===== src/rtl/riscv_lsu.sv =====
// Load/store unit: turns execute-stage load/store commands into single bus
// transactions with byte-lane steering, load extension, alignment and timeout checks.
module riscv_lsu #(
  parameter int unsigned ADDR_W  = 32,
  parameter int unsigned TIMEOUT = 16
) (
  input  logic              clk_i,
  input  logic              rst_i,
  input  logic              valid_i,
  input  logic              cmd_dbus_i,
  input  logic              cmd_dbus_store_i,
  input  logic [1:0]        size_i,
  input  logic              unsigned_i,
  input  logic [ADDR_W-1:0] addr_i,
  input  logic [31:0]       data_mem_i,
  input  logic              dbus_ack_i,
  input  logic [31:0]       dbus_dat_i,
  output logic [ADDR_W-3:0] addr_mem_o,
  output logic [31:0]       dat_mem_o,
  output logic [3:0]        sel_o,
  output logic              mem_we,
  output logic              stb_o,
  output logic              busy_o,
  output logic              done_o,
  output logic              err_o,
  output logic [1:0]        err_code_o,
  output logic [31:0]       dat_reg_o
);

  localparam int unsigned WA    = ADDR_W - 2;
  localparam int unsigned CNT_W = (TIMEOUT > 0) ? $clog2(TIMEOUT + 1) : 1;
  localparam logic [CNT_W-1:0] CNT_LAST = CNT_W'((TIMEOUT > 0) ? TIMEOUT - 1 : 0);

  typedef enum logic {IDLE, BUS} state_t;

  state_t           state_q, state_d;
  logic [WA-1:0]    addr_d;
  logic [31:0]      dat_d, dat_reg_d;
  logic [3:0]       sel_d;
  logic             we_d, stb_d, done_d, err_d;
  logic [1:0]       code_d;
  logic [CNT_W-1:0] cnt_q, cnt_d;
  logic [1:0]       off_q, off_d, size_q, size_d;
  logic             uns_q, uns_d;

  logic        is_word, is_half, misaligned, expired;
  logic [31:0] lane, load_val;

  assign busy_o = (state_q == BUS);

  // Alignment check and load-lane extraction (aligned halves have off_q[0]=0)
  always_comb begin
    is_word    = size_i[1];
    is_half    = (size_i == 2'b01);
    misaligned = (is_half && addr_i[0]) || (is_word && (addr_i[1:0] != 2'b00));
    expired    = (TIMEOUT != 0) && (cnt_q == CNT_LAST);
    lane       = dbus_dat_i >> {off_q, 3'b000};
    case (size_q)
      2'b00:   load_val = uns_q ? {24'b0, lane[7:0]}  : {{24{lane[7]}}, lane[7:0]};
      2'b01:   load_val = uns_q ? {16'b0, lane[15:0]} : {{16{lane[15]}}, lane[15:0]};
      default: load_val = dbus_dat_i;
    endcase
  end

  // Next-state and next-output logic
  always_comb begin
    state_d   = state_q;
    addr_d    = addr_mem_o;
    dat_d     = dat_mem_o;
    sel_d     = sel_o;
    we_d      = mem_we;
    stb_d     = stb_o;
    done_d    = 1'b0;
    err_d     = 1'b0;
    code_d    = err_code_o;
    dat_reg_d = dat_reg_o;
    cnt_d     = cnt_q;
    off_d     = off_q;
    size_d    = size_q;
    uns_d     = uns_q;
    case (state_q)
      IDLE: begin
        if (valid_i && cmd_dbus_i) begin
          if (misaligned) begin
            done_d = 1'b1;
            err_d  = 1'b1;
            code_d = 2'b01;
          end else begin
            state_d = BUS;
            stb_d   = 1'b1;
            we_d    = cmd_dbus_store_i;
            addr_d  = addr_i[ADDR_W-1:2];
            off_d   = addr_i[1:0];
            size_d  = size_i;
            uns_d   = unsigned_i;
            cnt_d   = '0;
            case (size_i)
              2'b00:   begin sel_d = 4'(4'b0001 << addr_i[1:0]); dat_d = {4{data_mem_i[7:0]}};  end
              2'b01:   begin sel_d = 4'(4'b0011 << addr_i[1:0]); dat_d = {2{data_mem_i[15:0]}}; end
              default: begin sel_d = 4'b1111;                    dat_d = data_mem_i;            end
            endcase
          end
        end
      end
      BUS: begin
        if (dbus_ack_i) begin
          state_d = IDLE;
          stb_d   = 1'b0;
          we_d    = 1'b0;
          done_d  = 1'b1;
          code_d  = 2'b00;
          if (!mem_we) dat_reg_d = load_val;
        end else if (expired) begin
          state_d = IDLE;
          stb_d   = 1'b0;
          we_d    = 1'b0;
          done_d  = 1'b1;
          err_d   = 1'b1;
          code_d  = 2'b10;
        end else if (TIMEOUT != 0) begin
          cnt_d = cnt_q + CNT_W'(1);
        end
      end
      default: state_d = IDLE;
    endcase
  end

  // State and registered outputs
  always_ff @(posedge clk_i) begin
    if (rst_i) begin
      state_q    <= IDLE;
      addr_mem_o <= '0;
      dat_mem_o  <= '0;
      sel_o      <= '0;
      mem_we     <= 1'b0;
      stb_o      <= 1'b0;
      done_o     <= 1'b0;
      err_o      <= 1'b0;
      err_code_o <= 2'b00;
      dat_reg_o  <= '0;
      cnt_q      <= '0;
      off_q      <= '0;
      size_q     <= '0;
      uns_q      <= 1'b0;
    end else begin
      state_q    <= state_d;
      addr_mem_o <= addr_d;
      dat_mem_o  <= dat_d;
      sel_o      <= sel_d;
      mem_we     <= we_d;
      stb_o      <= stb_d;
      done_o     <= done_d;
      err_o      <= err_d;
      err_code_o <= code_d;
      dat_reg_o  <= dat_reg_d;
      cnt_q      <= cnt_d;
      off_q      <= off_d;
      size_q     <= size_d;
      uns_q      <= uns_d;
    end
  end

endmodule


===== config.mk =====
export PLATFORM = sky130hd
export DESIGN_NAME = riscv_lsu
export DESIGN_NICKNAME = d
export VERILOG_FILES = /design/src/rtl/riscv_lsu.sv
export SDC_FILE = /design/constraint.sdc
export NUM_CORES = 1
export LEC_CHECK = 0
export BUFFER_PORTS_ARGS = -buffer_cell sky130_fd_sc_hd__buf_2
export CORE_ASPECT_RATIO = 0.8
export CORE_UTILIZATION = 45
export CTS_BUF_LIST = sky130_fd_sc_hd__clkbuf_8
export DETAILED_ROUTE_END_ITERATION = 12
export PLACE_DENSITY = 0.78
export SYNTH_ARGS = -nofsm -noshare
export SYNTH_HDL_FRONTEND = slang
export SYNTH_SLANG_ARGS = --single-unit

===== constraint.sdc =====
create_clock -name clk_i -period 2.1 [get_ports clk_i]
set_clock_uncertainty 0.1 [all_clocks]
set_input_delay 0.63 -clock clk_i [delete_from_list [all_inputs] [get_ports clk_i]]
set_output_delay 0.63 -clock clk_i [all_outputs]
set_load 0.05 [all_outputs]

-- After elaboration in Yosys (flattened, before gate mapping)
Index checks and enable logic that the tools add are counted.
- add/sub/neg operators: 1
- equality and inequality tests: 9
- shifts and indexed selects: 3
- muxes and demuxes: 35
- bitwise gates (word level): 3
- reduce and logical (&&, ||, !) cells: 12
- operators with widths (cell ; number):
    $pmux 32 s2 ; 2
    $mux 32 ; 2
    $shr 32x5->16 ; 1
    $mux 5 ; 4
    $mux 1 ; 15
    $reduce_and 3->1 ; 4
    $ne 2x2->1 const B ; 5
    $pmux 1 s2 ; 5
    $pmux 5 s2 ; 1
    $mux 2 ; 4
    $pmux 4 s2 ; 1
    $add 5x1->5 const B ; 1
    $eq 5x4->1 const B ; 1
    $eq 2x1->1 const B ; 2
    $logic_not 2->1 ; 2
    $pmux 2 s2 ; 1
    $reduce_and 4->1 ; 1
    $shl 1x2->4 const A ; 1
    $shl 2x2->4 const A ; 1
    $logic_and 1x1->1 ; 3
    $ne 3x2->1 const B ; 1
    $not 1->1 ; 3
    $reduce_bool 2->1 ; 1
    $logic_or 1x1->1 ; 1
- register bits: 115
- input bits: 105
- output and inout bits: 105
- logic and storage cells: 77

-- Longest topological paths before layout
Gate-level depths: netlist of run 1.
- depth after elaboration: 6
- depth in mapped cells: 7
- gate-level depth less buffers: 7

-- Worst setup path before layout of run 1
OpenSTA, ideal clock, no wires.
- path type: flip-flop to flip-flop
- start: register cnt_q[0]
- end: register cnt_q[0]
- library setup time: 0.128 ns
- data arrival time: 1.712 ns
- required time: 1.872 ns
- slack: 0.160 ns
- cell stages (with the launch flop): 8
- path buffers: 0
- clock period less this slack: 1.940 ns
- path through: dfxtp_1 ha_1 and3_1 ha_1 or3b_2 and2_1 a21oi_1 nor2_1
- word-level cells in the longest chain between the ends: 4
- elaborated cells between the ends (all ways): 7
- classes of those cells: 1 x add/sub; 2 x eq/ne; 3 x mux; 1 x reduce/logical
- RTL lines (what ; RTL line ; source):
    start, declared ; 42 ; logic [CNT_W-1:0] cnt_q, cnt_d;
    start signal, assigned ; 156 ; cnt_q <= cnt_d;
    $add 5x1->5 ; 121 ; cnt_d = cnt_q + CNT_W'(1);
    $mux 5 ; 113 ; end else if (expired) begin
    $mux 5 ; 106 ; if (dbus_ack_i) begin
    $pmux 5 s2 ; 81 ; case (state_q)
Several ways; a longest one is shown, not always the timed one. The select of a mux whose other input is x is not followed.
A chain may end at the register's enable or synchronous reset.

-- Final worst setup path of run 1
- start: register state_q, in the netlist busy_o
- end: output busy_o
- RTL lines (what ; RTL line ; source):
    start, declared ; 36 ; state_t state_q, state_d;
    start signal, assigned ; 146 ; state_q <= state_d;
    end, declared ; 23 ; output logic busy_o,
No word-level cell between the ends.

==> results of run 1 <==
## routing by layer
layer	track usage	vias up	part of all wire
met3	0.06045	33	0.078
met4	0.1035	0	0.020
li1	-	2551	-
met1	0.3244	2438	0.44
met2	0.4114	247	0.46
met5	0	-	0
## through the flow
stage               utilization  setup slack (ps)
detailed placement       0.5790             27.36
floorplan                     -             160.1
global route             0.6200             28.34
global placement         0.5790             74.05
CTS                      0.6194             47.43
finish                   0.6200             134.0
## power by group through the flow
| stage | registers, uW | clock network [uW] | logic, uW |
|---|---|---|---|
| 2_1_floorplan | 2640 | 0 | 351 |
| 3_3_place_gp | 2360 | 0 | 920 |
| 3_5_place_dp | 2360 | 0 | 939 |
| 4_1_cts | 2320 | 2350 | 942 |
| 5_1_grt | 2320 | 2460 | 1010 |
| 6_report | 2320 | 2310 | 946 |
## final timing paths
kind	startpoint	to	slack [ps]	cells after the start
worst max-delay path	busy_o	busy_o	130	1
worst min-delay path	addr_i[16]	addr_mem_o[14]	340	3
worst max register to register	cnt_q[0]	cnt_q[0]	150	7
worst min register to register	addr_mem_o[19]	addr_mem_o[19]	350	2
## sequential cells by signal, summed over array words and instances, names as in the netlist
| register | flops |
|---|---|
| busy_o | 1 |
| err_code_o | 2 |
| dat_reg_o | 32 |
| dat_mem_o | 32 |
| cnt_q | 5 |
| uns_q | 1 |
| sel_o | 4 |
| size_q | 2 |
| addr_mem_o | 30 |
| err_o | 1 |
| mem_we | 1 |
| stb_o | 1 |
| off_q | 2 |
| done_o | 1 |
## cell usage after synthesis (2+ instances only)
| cell | n | area share |
|---|---|---|
| nand2_1 | 131 | 0.096 |
| dfxtp_1 | 115 | 0.45 |
| a21oi_1 | 94 | 0.092 |
| nor2_1 | 43 | 0.032 |
| clkbuf_1 | 28 | 0.021 |
| mux2i_1 | 25 | 0.049 |
| buf_2 | 21 | 0.021 |
| a211oi_1 | 15 | 0.022 |
| o21ai_0 | 12 | 0.012 |
| a211oi_2 | 11 | 0.027 |
| a311oi_1 | 10 | 0.017 |
| a2bb2oi_1 | 8 | 0.014 |
| nand2b_1 | 8 | 0.0098 |
| o211ai_1 | 8 | 0.012 |
| a221oi_1 | 7 | 0.012 |
| mux2_2 | 7 | 0.015 |
| nor3_1 | 7 | 0.0068 |
| o221a_2 | 7 | 0.015 |
| o221ai_1 | 7 | 0.012 |
| inv_1 | 6 | 0.0044 |
| nand3_1 | 5 | 0.0049 |
| ha_1 | 3 | 0.0073 |
| nand3b_1 | 3 | 0.0044 |
| a31oi_1 | 2 | 0.0024 |
| buf_4 | 2 | 0.0029 |
| nor2b_1 | 2 | 0.0024 |
| nor3b_1 | 2 | 0.0029 |
| xor2_1 | 2 | 0.0034 |
## layout make-up
class                   instances  area [um^2]  share of cell area
inverters                       8        30.03            0.004413
flip-flops and latches        115         2302              0.3383
clock inverters                14        195.2             0.02868
well taps                     144        180.2             0.02648
multi-input cells             434         2566              0.3771
repair buffers                232         1284              0.1886
clock buffers                  18        247.7             0.03640
## what timing repair did
action,CTS,global route
buffers inserted,0,0
endpoints found under the setup margin,0,3
resized for setup,0,2
endpoints found under the hold margin,0,0
## cell families after synthesis
family / after synthesis
and+or+nand+nor: 209
AOI/OAI and AO/OA: 187
DFF: 115
buffers and inverters: 61
muxes: 33
adders and majority gates: 3
xor gates and xnor gates: 2
==> flow_summary.ini, run 1 <==
[routing]
ant_nets = 0
drtIter0Drc = 328
drc = 0
routed_wl_um = 14840
wl_per_cell_um = 15.38
dr.pass1.iters = 7
via_per_inst = 5.460
vias = 5269

[logic_synthesis]
synth_top_family_by_area = compound AO/OA/AOI/OAI gates
yosysSeqAreaShare = 0.4499
yosys_warnings = 0
syn_avg_cell_area_um2 = 8.389
postSynth.asyncResetShare = 0
syn-num-nets = 718
muxShareOfSynthArea = 0.06870
synth-edff-count = 0
synth-adder-area-share = 0.007335
synth_compound_area_frac = 0.2487
ys_types = 47
synth_xor_area_frac = 0.003423
ys_seq_elements = 115
synthCells = 610
netlist_area_um2 = 5117
synthSimpleGateAreaFrac = 0.1692
synth_flop_cell = dfxtp_1

[sta]
hold_viol_final = 0
setup_violations = 0
finalSetupTns_ps = 0
fmax_ghz = 0.5087
drv_slew = 0
tightestPinTransition_ps = 468.1
period_share = 0.9362
fin_crit_ps = 1966
slew_headroom = 0.6860
hold_ws_ps = 344.9
rsz0062_at_grt = false

[placement]
dpl.cell_count = 933
gp_congestion = 0.8988
postPlaceCellArea_um2 = 6355
port_buffers = 209
dp_hpwl_um = 10790

[cts]
cts_buffers = 17
path_clk_slew_ps = 70
postCtsHoldBufs = 0
numClockSinks = 115
root_buffer = clkbuf_8
insertion_delay_ps = 420
htree_levels = 4
cts_tree = built
cts_buffer_depth = 2

[worst_setup_path]
crit_required_ps = 1370
path_max_fanout = 10
worst-setup-path-type = reg -> out
slowest_stage = dfxtp_1
cpLargestDelayFamily = flip-flops
cp.arrival_ps = 1240
crit_chain = buf_2
start_kind = register
path_buf_inv = 1
max_stage_delay_ps = 480
end_kind = primary output

[layout]
layout_common_cells = buf_2 (208), nand2_1 (131), dfxtp_1 (115)
nNetsFinal = 916
fill_cells = 979
mostFrequentLayoutCell = buf_2
layout-drive-gt1-share = 0.3605
synthToLayoutAreaGrowth_pct = 32.98
design_area_um2 = 6805
antenna_cells = 0
finalNonFillerCells = 965

[die]
die_x_um = 121.2
core_um2 = 10980
initial_core_util = 0.4663
ios = 210
fp.dieH_um = 97.38
rows = 34
dieArea_um2 = 11800

[global_routing]
grt_pass1_vias = 4970
grt_overflow_total = 0
grt_max_degree = 52
grt_first_pass_wirelength_um = 23890
antenna_found_initial = 0
grtUsageTotal = 0.2545

[power]
power.total_uw = 5571
pwr-share-clk = 0.415
netSwitchingPower_uw = 1580
peakVddDrop_mv = 0.4874
p_comb_frac = 0.170
power_switching_share = 0.2836
pwr-share-seq = 0.416
p_int_uw = 3991
p_leak_uw = 0.002975
p_per_area_nw_per_um2 = 818.6

[worst_hold_path]
min_path_type = in -> reg

[run_status]
status = complete, no violations

[flow_run]
max-cap-violations = 0
(Power assumes the default switching activity.)
==> inputs of run 2 (changes only) <==
RECOVER_POWER = 100   (was not set)
==> run 2 against run 1 <==
Via count fell by 0.66%; sequential power barely moved; global-route usage is the same; fmax fell by 0.75%; largest cell class unchanged; first-iteration DRC count up 11%; combinational power down 3.0%; die area is the same; core utilization decreased by 1.0 points; power decreased by 0.42%.
==> flow_summary.ini, run 2 (synthesis gave the netlist of run 1 again) <==
[die]
fp.dieH_um = 97.38
dieArea_um2 = 11800
core_um2 = 10980
rows = 34
die_x_um = 121.2
ios = 210
initial_core_util = 0.4663

[worst_setup_path]
path_depth = 1
cpLargestDelayFamily = flip-flops
max_stage_delay_ps = 490
worst-setup-path-type = reg -> out
cp.arrival_ps = 1250
r2r_cells = 7
crit_required_ps = 1370
crit_chain = clkbuf_2
start_kind = register
path_max_fanout = 10
end_kind = primary output
slowest_stage = dfxtp_1
path_buf_inv = 1

[global_routing]
grt_first_pass_wirelength_um = 23890
use_met3 = 0.06045
grt_max_degree = 52
antenna_found_initial = 0
use_met2 = 0.4114
grt_pass1_vias = 4970
top_usage_layer = met2
grtUsageTotal = 0.2545
met1_usage = 0.3244
grt_overflow_total = 0

[cts]
root_buffer = clkbuf_8
postCtsHoldBufs = 0
cts_resized = 0
post_cts_buffers = 0
numClockSinks = 115
htree_levels = 4
cts_buffer_depth = 2
insertion_delay_ps = 420
cts_buffers = 17
path_clk_slew_ps = 70
cts_tree = built

[routing]
vias = 5234
routed_wl_um = 14800
via_per_inst = 5.424
wl_per_cell_um = 15.34
drc = 0
ant_nets = 0
drtIter0Drc = 363
dr.pass1.iters = 5

[sta]
drv_slew = 0
period_share = 0.9433
fmax_ghz = 0.5048
hold_viol_final = 0
tightestPinTransition_ps = 645.3
rsz0062_at_grt = false
fin_crit_ps = 1981
setup_slack_ps = 119.2
finalSetupTns_ps = 0
hold_ws_ps = 343.9
slew_headroom = 0.5716
setup_violations = 0

[layout]
fill_cells = 1001
mostFrequentLayoutCell = nand2_1
synthToLayoutAreaGrowth_pct = 30.76
top_regs = dat_mem_o: 32 flops, dat_reg_o: 32 flops, addr_mem_o: 30 flops
nNetsFinal = 916
antenna_cells = 0
layout-drive-gt1-share = 0.3228
layout_common_cells = nand2_1 (131), dfxtp_1 (115), buf_2 (102)

[flow_run]
max-cap-violations = 0

[placement]
pre_cts_slack_ps = 27.36
gp_congestion = 0.8988
port_buffers = 209
dp_hpwl_um = 10790

[power]
p_leak_uw = 0.002802
peakVddDrop_mv = 0.4867
p_per_area_nw_per_um2 = 829.1

[worst_hold_path]
holdPathStages = 3
min_path_type = in -> reg

[run_status]
status = complete, no violations
[run 2: final cells by class]
cell class | instances | area (um^2) | area share
multi-input cells | 434 | 2519 | 0.3764
flip-flops and latches | 115 | 2302 | 0.3441
repair buffers | 232 | 1217 | 0.1819
clock buffers | 18 | 247.7 | 0.03702
clock inverters | 14 | 195.2 | 0.02917
well taps | 144 | 180.2 | 0.02693
inverters | 8 | 30.03 | 0.004488
[run 2: metal layers]
metal  part of all wire  wire length, um  vias up
met4              0.023              335        0
li1                   -                -     2546
met5                  0                0        -
met1               0.45             6608     2426
met2               0.46             6807      224
met3              0.071             1048       38
[run 2: path summary, 6_finish.rpt]
path | start | endpoint | slack [ps]
max reg2reg | cnt_q[0] | cnt_q[0] | 150
min reg2reg | addr_mem_o[19] | addr_mem_o[19] | 350
max | busy_o | busy_o | 120
min | addr_i[24] | addr_mem_o[22] | 340
[run 2: per-stage QoR]
step	cells	instance area (um^2)	utilization	power (uW)
detailed placement	933	6355	0.5790	3303
global placement	933	6355	0.5790	3280
floorplan	610	5117	-	2988
CTS	965	6798	0.6194	5610
finish	965	6691	0.6097	5548
global route	965	6691	0.6097	5763
[run 2: where the power goes]
part | switching (uW) | leakage (uW) | internal (uW)
Clock | 891 | 0.000233 | 1420
Sequential | 51.8 | 0.000935 | 2270
Combinational | 635 | 0.00163 | 283
Total | 1580 | 0.00280 | 3970
==> inputs of run 3 (changes only) <==
CORE_UTILIZATION = 44   (was 45)
CTS_BUF_LIST = sky130_fd_sc_hd__clkbuf_16   (was sky130_fd_sc_hd__clkbuf_8)
PLACE_DENSITY = 0.77   (was 0.78)
==> run 3 against run 2 <==
Combinational power is essentially flat; core utilization increased by 0.39 points; first-iteration DRC count is 15% lower; non-clock buffer count increased by 3; power grew 6.7%; flip-flop and latch count did not move; via count rose by 0.61%; die area grew 2.2%; global-route usage down 0.67 points; register-to-register slack got worse by 50 ps; fmax is 0.80% lower; clock-buffer cell count decreased by 1; critical endpoint is now cnt_q[0]; largest cell class unchanged; highest routed layer unchanged.
==> flow_summary.ini, run 3 (synthesis gave the netlist of run 1 again) <==
[global_routing]
grt_pass1_vias = 5133
grt_max_degree = 53
antenna_found_initial = 0
grtUsageTotal = 0.2478
grt_first_pass_wirelength_um = 23930
grt_overflow_total = 0

[layout]
mostFrequentLayoutCell = nand2_1
antenna_cells = 0
synthToLayoutAreaGrowth_pct = 33.13
design_area_um2 = 6813
nNetsFinal = 919
layout_common_cells = nand2_1 (131), dfxtp_1 (115), buf_2 (103)
top_regs = dat_mem_o: 32 flops, dat_reg_o: 32 flops, addr_mem_o: 30 flops
utilization = 0.6136
layout-drive-gt1-share = 0.2403

[routing]
via_per_inst = 5.440
routed_wl_um = 14650
wl_per_cell_um = 15.13
drc = 0
ant_nets = 0
vias = 5266
dr.pass1.iters = 5
drtIter0Drc = 308

[power]
pwr-share-clk = 0.452
pwr-share-seq = 0.392
peakVddDrop_mv = 0.5637
p_int_uw = 4262
p_comb_frac = 0.155
p_leak_uw = 0.002632
power_switching_share = 0.2803
p_per_area_nw_per_um2 = 869.1
netSwitchingPower_uw = 1660

[sta]
drv_slew = 0
fmax_ghz = 0.5008
hold_ws_ps = 352.7
fin_crit_ps = 1997
tightestPinTransition_ps = 847.3
slew_headroom = 0.4352
rsz0062_at_grt = false
setup_slack_ps = 103.2
period_share = 0.9509
hold_viol_final = 0
setup_violations = 0

[die]
rows = 34
core_um2 = 11100
die_x_um = 122.6
dieArea_um2 = 12070
ios = 210
fp.dieH_um = 98.46
initial_core_util = 0.4609

[placement]
gp_congestion = 0.8658
postPlaceCellArea_um2 = 6415
pre_cts_slack_ps = -8.226
port_buffers = 209
dp_hpwl_um = 10450

[cts]
insertion_delay_ps = 400
cts_buffers = 17
cts_buffer_depth = 2
numClockSinks = 115
htree_levels = 4
cts_tree = built
path_clk_slew_ps = 50
root_buffer = clkbuf_16

[worst_setup_path]
path_buf_inv = 0
worst-setup-path-type = reg -> reg
cpLargestDelayFamily = simple AND/OR/NAND/NOR gates
cp.arrival_ps = 2180
timing.critical_path.mode_cell = ha_1
end_kind = register
path_max_fanout = 4
max_stage_delay_ps = 440
slowest_stage = or3b_1
crit_required_ps = 2280
crit_chain = ha_1, and3_1, ha_1, or3b_1, and2_1, a21oi_1, nor2_1
start_kind = register

[worst_hold_path]
min_path_type = reg -> reg

[run_status]
status = complete, no violations

[flow_run]
max-cap-violations = 0
[run 3: per-stage QoR]
stage	instances	setup TNS (ps)	power, uW
after floorplan	610	0	2988
after global placement	936	0	3286
after detailed placement	936	-8.226	3306
after CTS	968	0	5989
after global routing	968	0	6146
final	968	0	5921
[run 3: final cells by class]
| type | instances | area (um^2) |
|---|---|---|
| Clock inverter | 15 | 125.1 |
| Multi-Input combinational cell | 434 | 2542 |
| Inverter | 8 | 30.03 |
| Tap cell | 144 | 180.2 |
| Fill cell | 1011 | 4290 |
| Sequential cell | 115 | 2302 |
| Timing Repair Buffer | 235 | 1207 |
| Clock buffer | 17 | 425.4 |
[run 3: power groups by stage]
stage	registers [uW]	clock network [uW]	logic, uW
6_report	2320	2680	920
5_1_grt	2330	2830	987
4_1_cts	2320	2720	944
3_5_place_dp	2360	0	941
3_3_place_gp	2360	0	925
2_1_floorplan	2640	0	351
[run 3: what timing repair did]
action                                  4_1_cts  5_1_grt
buffers inserted                              0        0
hold buffers                                  0        0
endpoints found under the setup margin        0        1
gates resized for setup                       0        1
[run 3: routing by layer]
layer  share of wire  up-vias  global-route usage
met3           0.075       20             0.06481
met4           0.014        0             0.09944
met1            0.44     2460              0.3187
li1                -     2556                   -
met5               0        -                   0
met2            0.47      230              0.3941
[run 3: path summary, 6_finish.rpt]
check	slack (ps)	cells after the start	to	startpoint
max	100	7	cnt_q[0]	cnt_q[0]
min	350	2	addr_mem_o[1]	addr_mem_o[1]
max reg2reg	100	7	cnt_q[0]	cnt_q[0]
min reg2reg	350	2	addr_mem_o[1]	addr_mem_o[1]
[run 3: tightest hold or removal path, delay by kind of cell (launching register included)]
| family | cells | cell delay [ps] |
|---|---|---|
| compound gates | 1 | 50 |
| flops | 1 | 300 |
| simple gates | 1 | 50 |
